File: src/rtl/pcs_receive.sv
`default_nettype none
// ============================================================================
// pcs_receive : 8b/10b PCS receive path (decode register + receive FSM).
// Optional macro PCS_RX_DISP_CHECK_EN adds running-disparity checking.
// Revision 1.0
// ============================================================================
module pcs_receive #(
    parameter int ERR_CNT_W = 8
) (
    input  logic                 CLK,
    input  logic                 RESET,
    input  logic [9:0]           SUDI,
    input  logic                 RX_EVEN,
    input  logic                 CODE_SYNC,
    output logic [7:0]           RXD,
    output logic                 RX_DV,
    output logic                 RX_ER,
    output logic                 RX_IDLE,
    output logic [ERR_CNT_W-1:0] ERR_CNT
);
    typedef enum logic [1:0] {
        WAIT_SYNC = 2'd0,
        IDLE      = 2'd1,
        RECEIVE   = 2'd2,
        RX_ERROR  = 2'd3
    } state_t;

    logic [5:0] g6;
    logic [3:0] g4, g4_dec;
    logic [2:0] ones6, ones4, d3;
    logic [4:0] d5;
    logic       v6, v4, mid_pos, mid_neg, mid_ok, is_k28, kx7, a7m, a7p;
    logic       a7, p7, k_flag, valid_tbl, valid;

    assign g6    = SUDI[9:4];
    assign g4    = SUDI[3:0];
    assign ones6 = 3'($countones(g6));
    assign ones4 = 3'($countones(g4));
    // K28 with positive starting disparity carries the complemented fghj forms
    assign g4_dec = (g6 == 6'b110000) ? ~g4 : g4;

    always_comb begin
        v6 = 1'b1;
        d5 = 5'd0;
        case (g6)
            6'b100111, 6'b011000: d5 = 5'd0;
            6'b011101, 6'b100010: d5 = 5'd1;
            6'b101101, 6'b010010: d5 = 5'd2;
            6'b110001:            d5 = 5'd3;
            6'b110101, 6'b001010: d5 = 5'd4;
            6'b101001:            d5 = 5'd5;
            6'b011001:            d5 = 5'd6;
            6'b111000, 6'b000111: d5 = 5'd7;
            6'b111001, 6'b000110: d5 = 5'd8;
            6'b100101:            d5 = 5'd9;
            6'b010101:            d5 = 5'd10;
            6'b110100:            d5 = 5'd11;
            6'b001101:            d5 = 5'd12;
            6'b101100:            d5 = 5'd13;
            6'b011100:            d5 = 5'd14;
            6'b010111, 6'b101000: d5 = 5'd15;
            6'b011011, 6'b100100: d5 = 5'd16;
            6'b100011:            d5 = 5'd17;
            6'b010011:            d5 = 5'd18;
            6'b110010:            d5 = 5'd19;
            6'b001011:            d5 = 5'd20;
            6'b101010:            d5 = 5'd21;
            6'b011010:            d5 = 5'd22;
            6'b111010, 6'b000101: d5 = 5'd23;
            6'b110011, 6'b001100: d5 = 5'd24;
            6'b100110:            d5 = 5'd25;
            6'b010110:            d5 = 5'd26;
            6'b110110, 6'b001001: d5 = 5'd27;
            6'b001110:            d5 = 5'd28;
            6'b001111, 6'b110000: d5 = 5'd28;
            6'b101110, 6'b010001: d5 = 5'd29;
            6'b011110, 6'b100001: d5 = 5'd30;
            6'b101011, 6'b010100: d5 = 5'd31;
            default:              v6 = 1'b0;
        endcase
    end

    always_comb begin
        v4 = 1'b1;
        d3 = 3'd0;
        case (g4_dec)
            4'b1011, 4'b0100:                   d3 = 3'd0;
            4'b1001:                            d3 = 3'd1;
            4'b0101:                            d3 = 3'd2;
            4'b1100, 4'b0011:                   d3 = 3'd3;
            4'b1101, 4'b0010:                   d3 = 3'd4;
            4'b1010:                            d3 = 3'd5;
            4'b0110:                            d3 = 3'd6;
            4'b1110, 4'b0001, 4'b0111, 4'b1000: d3 = 3'd7;
            default:                            v4 = 1'b0;
        endcase
    end

    // The fghj form must suit the disparity left behind by the abcdei sub-block
    assign mid_pos = (ones6 == 3'd4) || (g6 == 6'b000111);
    assign mid_neg = (ones6 == 3'd2) || (g6 == 6'b111000);
    assign mid_ok  = !(mid_pos && !((ones4 == 3'd1) || ((ones4 == 3'd2) && (g4 != 4'b1100))))
                  && !(mid_neg && !((ones4 == 3'd3) || ((ones4 == 3'd2) && (g4 != 4'b0011))));

    assign is_k28 = (g6 == 6'b001111) || (g6 == 6'b110000);
    assign kx7    = (g6 == 6'b111010) || (g6 == 6'b000101) || (g6 == 6'b110110) || (g6 == 6'b001001)
                 || (g6 == 6'b101110) || (g6 == 6'b010001) || (g6 == 6'b011110) || (g6 == 6'b100001);
    assign a7m    = (g6 == 6'b100011) || (g6 == 6'b010011) || (g6 == 6'b001011);
    assign a7p    = (g6 == 6'b110100) || (g6 == 6'b101100) || (g6 == 6'b011100);
    assign a7     = (g4 == 4'b0111) || (g4 == 4'b1000);
    assign p7     = (g4 == 4'b1110) || (g4 == 4'b0001);
    assign k_flag = is_k28 || (kx7 && a7);

    assign valid_tbl = v6 && v4 && mid_ok && !(is_k28 && p7)
                    && !(a7 && !k_flag && !(((g4 == 4'b0111) && a7m) || ((g4 == 4'b1000) && a7p)))
                    && !(((g4 == 4'b1110) && a7m) || ((g4 == 4'b0001) && a7p));

`ifdef PCS_RX_DISP_CHECK_EN
    logic       rd, need_known, need_pos, rd_err;
    logic [3:0] ones10;

    assign ones10 = {1'b0, ones6} + {1'b0, ones4};

    // Entry disparity is implied by the first unbalanced or alternate-form sub-block
    always_comb begin
        need_known = 1'b0;
        need_pos   = 1'b0;
        if ((ones6 != 3'd3) || (g6 == 6'b111000) || (g6 == 6'b000111)) begin
            need_known = 1'b1;
            need_pos   = (ones6 < 3'd3) || (g6 == 6'b000111);
        end else if ((ones4 != 3'd2) || (g4 == 4'b1100) || (g4 == 4'b0011)) begin
            need_known = 1'b1;
            need_pos   = (ones4 < 3'd2) || (g4 == 4'b0011);
        end
    end

    assign rd_err = need_known && (need_pos != rd);
    assign valid  = valid_tbl && !rd_err;

    always_ff @(posedge CLK or negedge RESET) begin
        if (!RESET)
            rd <= 1'b0;
        else if (ones10 > 4'd5)
            rd <= 1'b1;
        else if (ones10 < 4'd5)
            rd <= 1'b0;
    end
`else
    assign valid = valid_tbl;
`endif

    logic [7:0] dec_octet;
    logic       dec_k, dec_valid, dec_sync, dec_even;

    always_ff @(posedge CLK or negedge RESET) begin
        if (!RESET) begin
            dec_octet <= 8'h00;
            dec_k     <= 1'b0;
            dec_valid <= 1'b0;
            dec_sync  <= 1'b0;
            dec_even  <= 1'b0;
        end else begin
            dec_octet <= {d3, d5};
            dec_k     <= k_flag;
            dec_valid <= valid;
            dec_sync  <= CODE_SYNC;
            dec_even  <= RX_EVEN;
        end
    end

    logic is_k285, is_s, is_t;
    assign is_k285 = dec_valid && dec_k && (dec_octet == 8'hBC);
    assign is_s    = dec_valid && dec_k && (dec_octet == 8'hFB);
    assign is_t    = dec_valid && dec_k && (dec_octet == 8'hFD);

    state_t     state, state_nxt;
    logic [7:0] rxd_nxt;
    logic       dv_nxt, er_nxt;

    always_comb begin
        state_nxt = state;
        rxd_nxt   = 8'h00;
        dv_nxt    = 1'b0;
        er_nxt    = 1'b0;
        if (!dec_sync) begin
            state_nxt = WAIT_SYNC;
            if ((state == RECEIVE) || (state == RX_ERROR)) begin
                dv_nxt = 1'b1;
                er_nxt = 1'b1;
            end
        end else begin
            case (state)
                WAIT_SYNC: if (is_k285 && dec_even) state_nxt = IDLE;
                IDLE: begin
                    if (is_s && dec_even) begin
                        state_nxt = RECEIVE;
                        dv_nxt    = 1'b1;
                        rxd_nxt   = 8'h55;
                    end
                end
                RECEIVE: begin
                    if (is_t) begin
                        state_nxt = IDLE;
                    end else if (is_k285) begin
                        state_nxt = IDLE;
                        dv_nxt    = 1'b1;
                        er_nxt    = 1'b1;
                    end else if (!dec_valid || dec_k) begin
                        state_nxt = RX_ERROR;
                        dv_nxt    = 1'b1;
                        er_nxt    = 1'b1;
                    end else begin
                        dv_nxt  = 1'b1;
                        rxd_nxt = dec_octet;
                    end
                end
                RX_ERROR: begin
                    if (is_t || is_k285) begin
                        state_nxt = IDLE;
                    end else begin
                        dv_nxt = 1'b1;
                        er_nxt = 1'b1;
                    end
                end
                default: state_nxt = WAIT_SYNC;
            endcase
        end
    end

    always_ff @(posedge CLK or negedge RESET) begin
        if (!RESET) begin
            state <= WAIT_SYNC;
            RXD   <= 8'h00;
            RX_DV <= 1'b0;
            RX_ER <= 1'b0;
        end else begin
            state <= state_nxt;
            RXD   <= rxd_nxt;
            RX_DV <= dv_nxt;
            RX_ER <= er_nxt;
        end
    end

    always_ff @(posedge CLK or negedge RESET) begin
        if (!RESET)
            ERR_CNT <= '0;
        else if (!dec_valid && dec_sync && (ERR_CNT != '1))
            ERR_CNT <= ERR_CNT + {{(ERR_CNT_W-1){1'b0}}, 1'b1};
    end

    assign RX_IDLE = (state == WAIT_SYNC) || (state == IDLE);

endmodule
`default_nettype wire
File: config.mk
export PLATFORM = sky130hd
export DESIGN_NAME = pcs_receive
export DESIGN_NICKNAME = d
export VERILOG_FILES = /design/src/rtl/pcs_receive.sv
export SDC_FILE = /design/constraint.sdc
export NUM_CORES = 1
export LEC_CHECK = 0
export ABC_AREA = 1
export ABC_CLOCK_PERIOD_IN_PS = 4600
export CORE_MARGIN = 2
export CORE_UTILIZATION = 61
export DETAILED_ROUTE_END_ITERATION = 8
export GPL_TIMING_DRIVEN = 0
export HOLD_SLACK_MARGIN = 0.15
export PLACE_DENSITY = 0.93
export SLEW_MARGIN = 20
export SYNTH_ARGS = -nofsm -noshare
export SYNTH_HDL_FRONTEND = slang
export SYNTH_SLANG_ARGS = --single-unit
File: constraint.sdc
create_clock -name CLK -period 4.6 [get_ports CLK]
set_input_delay 0.92 -clock CLK [delete_from_list [all_inputs] [get_ports CLK]]
set_output_delay 0.92 -clock CLK [all_outputs]
set_load 0.05 [all_outputs]
==> results_tabular.tex, run 1 <==
\begin{tabular}{lr}
\hline
Metric & Value \\
\hline
\multicolumn{2}{l}{\textbf{Worst setup path}} \\
Crit. End Element & flop \\
Worst EP required & $\sim$4800 ps \\
Crit path launch type & primary input \\
Worst setup path class & in2reg \\
Worst EP arrival & roughly 3800 ps \\
Maximum fanout along the worst path & 7 \\
\multicolumn{2}{l}{\textbf{GRT}} \\
Number of global-route vias before repair & 2,730 \\
Total Routing Usage GR & 0.2702 \\
Global-route congestion overflow total & 0 \\
Initial antenna violation count & 0 \\
Wire length of the first global-routing pass & 11,170 um \\
Largest net degree at the start of global routing & 33 \\
\multicolumn{2}{l}{\textbf{Synthesis}} \\
Syn. warnings & 0 \\
Number of distinct library cells after synthesis & 36 \\
Total nets after synthesis & 450 \\
Post-Syn Instances & 416 \\
Syn avg cell area & between 6 and 7 sq um \\
Post-synthesis register bit count & 32 \\
Proportion of synthesized chip area in sequential cells & 0.2933 \\
Combined area of all synthesized cells & about 2700 sq um \\
\multicolumn{2}{l}{\textbf{Clock network}} \\
H-tree levels & 2 \\
Clock tree root driver cell & clkbuf\_8 \\
Clock transition at path regs & around 60 ps \\
Clock sink total & 32 \\
Post-CTS resize count & 0 \\
Inserted Clock Buffers & 5 \\
Post-CTS Repair Setup Buffers & 0 \\
TritonCTS clock tree & done \\
CTS Hold Bufs & 0 \\
Clock latency at the later pin of the worst-skew pair & $\sim$280 ps \\
Worst-case clock buffer depth & 2 \\
\multicolumn{2}{l}{\textbf{Finish}} \\
Fraction of layout instances using a drive strength above 1 & 0.06140 \\
Relative area change from synthesis to final layout & 17.87\% \\
Area used by multi-input combinational logic & 1714 sq um \\
Footprint of the flip-flops and latches & about 800 sq um \\
Layout Cells excl Fill & 508 \\
Filler Cells Inserted & 335 \\
Number of diodes & 0 \\
Number of nets in the final layout & between 400 and 500 \\
\multicolumn{2}{l}{\textbf{Timing}} \\
Worst Clk Skew & 4.236 ps \\
Transition at the pin with the smallest max-transition slack & roughly 670 ps \\
Setup repair after global routing missed its margin & no \\
Fin crit share & 0.7939 \\
Final Slew Violations & 0 \\
FMAX & 273.8 MHz \\
Setup TNS Final & 0 ps \\
\# setup viols final & 0 \\
Min Clock Period, post-route & 3652 ps \\
Hold Violations, Final & 0 \\
Tightest slew margin relative to the limit & 0.5564 \\
\multicolumn{2}{l}{\textbf{Power and ir drop}} \\
Share of total power in the clock network & 0.259 \\
Sequential share of power & 0.372 \\
Maximum ir drop on the vdd rail & around 0.23 mV \\
Internal power summed over all cells & a little over 600 uW \\
Power spent charging and discharging nets & 375.1 uW \\
Combinational share of power & 0.369 \\
Lkg Pwr & approximately 1.7 nW \\
PwrDens & 307.7 nW/um\^{}2 \\
Switching Share & 0.3788 \\
\multicolumn{2}{l}{\textbf{Route}} \\
Residual antenna-violating net count after detailed routing & 0 \\
Number of vias after detailed routing & 2,817 \\
Vias per cell & 5.545 \\
Initial detailed-routing violation count & 149 \\
Drt drc & 0 \\
Detail-routed net length per standard cell & 12.73 um \\
Number of optimization iterations in the first detailed-route pass & 7 \\
Wirelength, routed & 6465 um \\
\multicolumn{2}{l}{\textbf{Place}} \\
Port bufs & 32 \\
Inst Count DP & 500 \\
Gpl congestion & $\sim$0.94 \\
Detail Placement HPWL & $\sim$5100 um \\
\multicolumn{2}{l}{\textbf{Floorplanning}} \\
Core region area & 4324 sq um \\
Die width & 70.90 um \\
Initial cell density of the core & 0.6314 \\
Row count & 24 \\
Count of pins on the block boundary & 33 \\
Die Ht & 70.90 um \\
Die Outline Area & roughly 5000 sq um \\
\multicolumn{2}{l}{\textbf{Job}} \\
Max-cap check violation count & 0 \\
\multicolumn{2}{l}{\textbf{Worst hold path}} \\
HP Class & reg2reg \\
\multicolumn{2}{l}{\textbf{Run status}} \\
Run status & finished clean \\
\hline
\end{tabular}
-- path summary, 6_finish.rpt --
check	from	to	slack (ps)	depth (start not counted)
setup reg to reg	ERR_CNT[0]	ERR_CNT[7]	2910	6
min in group asynchronous	RESET	RX_DV	670	1
hold / removal	ERR_CNT[2]	ERR_CNT[2]	520	1
setup / recovery	SUDI[7]	dec_valid	950	15
max in group asynchronous	RESET	dec_k	3490	1
hold reg to reg	ERR_CNT[2]	ERR_CNT[2]	520	1
-- per-stage QoR --
stage	worst slack [ps]	utilization	hold slack, ps	cell area [sq um]	power (mW)
2_1_floorplan	1381	-	503.8	2730	0.6138
3_3_place_gp	683.1	0.7205	491.7	3115	0.7233
3_5_place_dp	650.7	0.7193	503.6	3110	0.7377
4_1_cts	939.8	0.7442	515.6	3218	0.9955
5_1_grt	734.9	0.7442	550.1	3218	1.050
6_report	947.9	0.7442	515.9	3218	0.9902
-- synthesized netlist by cell type --
master / n / area share
mux2_2: 1 / 0.0041
inv_1: 46 / 0.063
xor2_1: 3 / 0.0096
and2_4: 1 / 0.0032
nand3_2: 1 / 0.0037
a21oi_1: 8 / 0.015
and3_1: 1 / 0.0023
o31ai_1: 1 / 0.0028
buf_4: 1 / 0.0028
nand2_1: 123 / 0.17
nand3b_1: 1 / 0.0028
nand3_1: 50 / 0.092
o21a_1: 1 / 0.0028
nand4_1: 6 / 0.014
a22oi_1: 2 / 0.0055
xnor2_1: 4 / 0.013
a31oi_1: 2 / 0.0046
and2b_1: 1 / 0.0028
buf_6: 2 / 0.0082
nor2_4: 2 / 0.0082
nor2_1: 66 / 0.091
nor3_1: 13 / 0.024
dfrtp_1: 32 / 0.29
buf_1: 1 / 0.0014
nand2_2: 7 / 0.016
o21ai_0: 6 / 0.011
nor4_1: 1 / 0.0023
fa_1: 4 / 0.029
buf_2: 1 / 0.0018
clkbuf_1: 1 / 0.0014
o22ai_1: 1 / 0.0023
o211ai_1: 1 / 0.0028
o21ai_1: 1 / 0.0018
nor2_2: 4 / 0.0092
nor3b_1: 4 / 0.011
ha_1: 16 / 0.073
-- worst max-delay path, cell delays in order --
cell and delay, ps:
clkdlybuf4s50_1 630, fa_1 460, inv_1 80, fa_1 410
inv_1 80, ha_1 140, inv_1 50, fa_1 480
inv_1 50, o31ai_1 210, nand2_1 80, nand3_1 80
nor2_1 50, nand3_1 70, nor2_1 40
-- routing by layer --
layer	track usage	vias up	routed length [um]
met2	0.4995	116	3411
met5	0	-	0
li1	-	1405	-
met1	0.3090	1279	2583
met3	0.02137	17	320
met4	0.1405	0	149
-- layout by cell type (no fill, tap or decap), types with 7 or more instances in the layout --
cell,netlist,final
nand2_1,123,123
nor2_1,66,66
a21oi_1,8,8
nand2_2,7,7
inv_1,46,46
nand3_1,50,50
nor3_1,13,13
ha_1,16,16
clkdlybuf4s50_1,0,31
dfrtp_1,32,32
-- power by group through the flow --
| stage | registers (mW) | clock network (mW) | logic (mW) |
|---|---|---|---|
| 3_3_place_gp | 0.369 | 0 | 0.354 |
| 6_report | 0.368 | 0.256 | 0.366 |
| 2_1_floorplan | 0.462 | 0 | 0.152 |
| 4_1_cts | 0.368 | 0.261 | 0.367 |
| 3_5_place_dp | 0.372 | 0 | 0.365 |
| 5_1_grt | 0.375 | 0.274 | 0.401 |
-- area by class of cell --
| type | count | share of cell area |
|---|---|---|
| buffer | 6 | 0.01322 |
| sequential | 32 | 0.2488 |
| timing repair buffer | 32 | 0.09798 |
| clock inverter | 2 | 0.01089 |
| tap | 52 | 0.02022 |
| multi-input combinational | 332 | 0.5327 |
| clock buffer | 6 | 0.02255 |
| inverter | 46 | 0.05365 |
-- sequential cells by signal (all words and copies together), names as in the netlist --
name,cells
dec_k,1
RXD,8
ERR_CNT,8
dec_valid,1
RX_DV,1
dec_sync,1
state,2
dec_even,1
dec_octet,8
RX_ER,1
-- kinds of logic after synthesis --
group | Yosys count | synth area share
AO/OA/AOI/OAI | 23 | 0.04812
XOR/XNOR | 7 | 0.02246
adder cells (fa/ha/maj) | 20 | 0.1027
buffers and inverters | 52 | 0.07882
flip-flops | 32 | 0.2933
multiplexers | 1 | 0.004124
AND/OR/NAND/NOR | 281 | 0.4505
No activity file was read; power rests on OpenSTA's default activity.
==> inputs of run 2 (changes only) <==
ABC_CLOCK_PERIOD_IN_PS = 3550   (was 4600)
CORE_UTILIZATION = 57   (was 61)
PLACE_DENSITY = 0.88   (was 0.93)
clock period = 3.55 ns   (was 4.6 ns; I/O delays follow)
==> results_tabular.tex, run 2 (synthesized netlist as in run 1, its figures left out) <==
\begin{tabular}{lr}
\hline
Metric & Value \\
\hline
\multicolumn{2}{l}{\textbf{Worst setup path}} \\
Crit. End Element & flop \\
Worst setup path class & in2reg \\
Crit path launch type & primary input \\
Setup slack of the worst register-to-register path & 1900 ps (-1010 ps) \\
Slowest-stage cell, CP & clkdlybuf4s50\_1 \\
Launching point of the worst reg2reg path & ERR\_CNT[0] \\
Maximum fanout along the worst path & 4 (-3) \\
Worst Reg-to-Reg Cells & 6 (unchanged) \\
Worst Path Buf+Inv & 5 (unchanged) \\
End of the worst register-to-register path & ERR\_CNT[7] \\
Worst EP required & 3730 ps (-1050 ps) \\
Largest stage delay on the critical path & 610 ps (-20 ps) \\
Top Family by Delay on Critical Path & adder cells \\
Worst EP arrival & 3290 ps (-540 ps) \\
Critical path's most frequent cell & inv\_1 \\
Critical path, cell by cell & clkdlybuf4s50\_1 > inv\_1 > fa\_1 > inv\_1 > ha\_1 > inv\_1 > fa\_1 > inv\_1 > o31ai\_1 > nand2\_1 > nand3\_1 > nor2\_1 > nand3\_1 > nor2\_1 \\
\multicolumn{2}{l}{\textbf{Clock network}} \\
Clock sink total & 32 (unchanged) \\
CTS Hold Bufs & 0 (unchanged) \\
Post-CTS Repair Setup Buffers & 0 (unchanged) \\
H-tree levels & 2 (unchanged) \\
Clock latency at the later pin of the worst-skew pair & 280 ps (about the same) \\
Clock tree root driver cell & clkbuf\_8 \\
TritonCTS clock tree & done \\
Post-CTS resize count & 0 (unchanged) \\
Inserted Clock Buffers & 5 (unchanged) \\
Worst-case clock buffer depth & 2 (unchanged) \\
Clock transition at path regs & 70 ps (about the same) \\
\multicolumn{2}{l}{\textbf{Route}} \\
Vias per cell & 5.424 (-2.2\%) \\
Residual antenna-violating net count after detailed routing & 0 (unchanged) \\
Detail-routed net length per standard cell & 12.43 um (-2.3\%) \\
Number of optimization iterations in the first detailed-route pass & 5 (-2) \\
Initial detailed-routing violation count & 133 (-11\%) \\
Wirelength, routed & 6341 um (-1.9\%) \\
Number of vias after detailed routing & 2,766 (-1.8\%) \\
Drt drc & 0 (unchanged) \\
\multicolumn{2}{l}{\textbf{Finish}} \\
Most common library cell in the layout ignoring fill and taps & nand2\_1 \\
Finished Core Util & 0.6926 (-0.05160) \\
Leading registers by flop count & ERR\_CNT x8, RXD x8, dec\_octet x8 \\
Number of diodes & 0 (unchanged) \\
Most used cells in the layout excluding fill and tap cells & nand2\_1, nor2\_1, nand3\_1, inv\_1, dfrtp\_1 \\
Number of nets in the final layout & 489 (unchanged) \\
Fraction of layout instances using a drive strength above 1 & 0.06140 (unchanged) \\
Relative area change from synthesis to final layout & 18.24\% \\
Final instance area & 3228 sq um (+0.31\%) \\
\multicolumn{2}{l}{\textbf{Timing}} \\
\# setup viols final & 0 (unchanged) \\
Worst hold margin & 463.1 ps (-52.79 ps) \\
Min Clock Period, post-route & about 3100 ps \\
Hold Violations, Final & 0 (unchanged) \\
Fin crit share & 0.8778 \\
Worst Clk Skew & 6.468 ps (+2.233 ps) \\
Tightest slew margin relative to the limit & 0.5488 (-0.007619) \\
FMAX & 320.9 MHz \\
Setup TNS Final & 0 ps (unchanged) \\
Transition at the pin with the smallest max-transition slack & 676.8 ps (+11.43 ps) \\
Setup repair after global routing missed its margin & no \\
Final Slew Violations & 0 (unchanged) \\
\multicolumn{2}{l}{\textbf{Floorplanning}} \\
Row count & 25 (+4.2\%) \\
Die Outline Area & 5359 sq um (+6.6\%) \\
Initial cell density of the core & 0.5858 (-0.04559) \\
Die width & 73.21 um (+3.3\%) \\
Die Ht & 73.21 um (+3.3\%) \\
Count of pins on the block boundary & 33 (unchanged) \\
Core region area & 4661 sq um (+7.8\%) \\
\multicolumn{2}{l}{\textbf{GRT}} \\
Largest net degree at the start of global routing & 33 (unchanged) \\
Number of global-route vias before repair & 2,455 (-10\%) \\
Met3 routing resource usage after global routing & 0.02901 (+0.007638) \\
GRT busiest layer & met2 \\
Global-route congestion overflow total & 0 (unchanged) \\
Total Routing Usage GR & 0.2417 (-0.02853) \\
Wire length of the first global-routing pass & 10,350 um (-7.3\%) \\
Met1 track demand over resource in global routing & 0.2945 (-0.01450) \\
Global-route met2 utilization & 0.4394 (-0.06004) \\
Initial antenna violation count & 0 (unchanged) \\
\multicolumn{2}{l}{\textbf{Power and ir drop}} \\
Combinational share of power & 0.367 (-0.002) \\
Internal power summed over all cells & 796.9 uW (+30\%) \\
Maximum ir drop on the vdd rail & 0.2974 mV (+31\%) \\
PwrDens & 399.2 nW/um\^{}2 (+30\%) \\
Sequential share of power & 0.372 (about the same) \\
Switching Share & 0.3816 (+0.002794) \\
Power spent charging and discharging nets & 491.7 uW (+31\%) \\
Share of total power in the clock network & 0.261 (+0.002) \\
Lkg Pwr & 1.720 nW (+1.6\%) \\
\multicolumn{2}{l}{\textbf{Job}} \\
Max-cap check violation count & 0 (unchanged) \\
\multicolumn{2}{l}{\textbf{Place}} \\
Placed standard-cell area & 3113 sq um (about the same) \\
Detail Placement HPWL & 4910 um (-3.5\%) \\
Port bufs & 32 (unchanged) \\
Gpl congestion & 0.9498 (+0.94\%) \\
\multicolumn{2}{l}{\textbf{Worst hold path}} \\
HP Class & in2async \\
\multicolumn{2}{l}{\textbf{Run status}} \\
Run status & finished clean \\
\hline
\end{tabular}
==> run 2: power groups by stage <==
stage                     logic, mW  clock network (mW)  registers, mW
after global placement        0.459                   0          0.479
final                         0.473               0.337          0.479
after detailed placement      0.470                   0          0.484
after global routing          0.519               0.355          0.485
after CTS                     0.474               0.339          0.478
after floorplan               0.197                   0          0.598
==> run 2: routing by layer <==
layer	share of wire	routed length [um]	vias up
met5	0	0	-
met4	0.016	104	0
met3	0.041	263	13
met2	0.51	3230	102
met1	0.43	2742	1250
li1	-	-	1401
==> run 2: worst max path at each step <==
stage                       start  depth (start not counted)         to
after global routing      SUDI[8]                         15  dec_valid
after global placement    SUDI[7]                         15  dec_valid
after detailed placement  SUDI[7]                         15  dec_valid
final                     SUDI[8]                         14  dec_valid
after floorplan           SUDI[4]                         14  dec_valid
after CTS                 SUDI[7]                         15  dec_valid
==> run 2: metrics by stage <==
step	std cells	power [mW]	setup WS [ps]
detailed placement	502	0.9540	-205.5
global route	510	1.358	244.4
finish	510	1.289	433.7
floorplan	416	0.7953	541.3
CTS	510	1.291	78.61
global placement	502	0.9378	-164.8
==> run 2: layout make-up <==
| class | count | area, sq um |
|---|---|---|
| Sequential cell | 32 | 800.8 |
| Clock inverter | 2 | 35.03 |
| Fill cell | 408 | 1433 |
| Buffer | 6 | 42.54 |
| Timing Repair Buffer | 32 | 322.8 |
| Multi-Input combinational cell | 332 | 1714 |
| Inverter | 46 | 172.7 |
| Clock buffer | 6 | 72.57 |
| Tap cell | 54 | 67.56 |
==> run 2: worst register-to-register path, cell delays in order, from the launching register on <==
cell      delay [ps]
dfrtp_1          420
ha_1             230
nand3_1          100
o211ai_1         210
nor2_1           290
nand4_1          140
xnor2_1          150
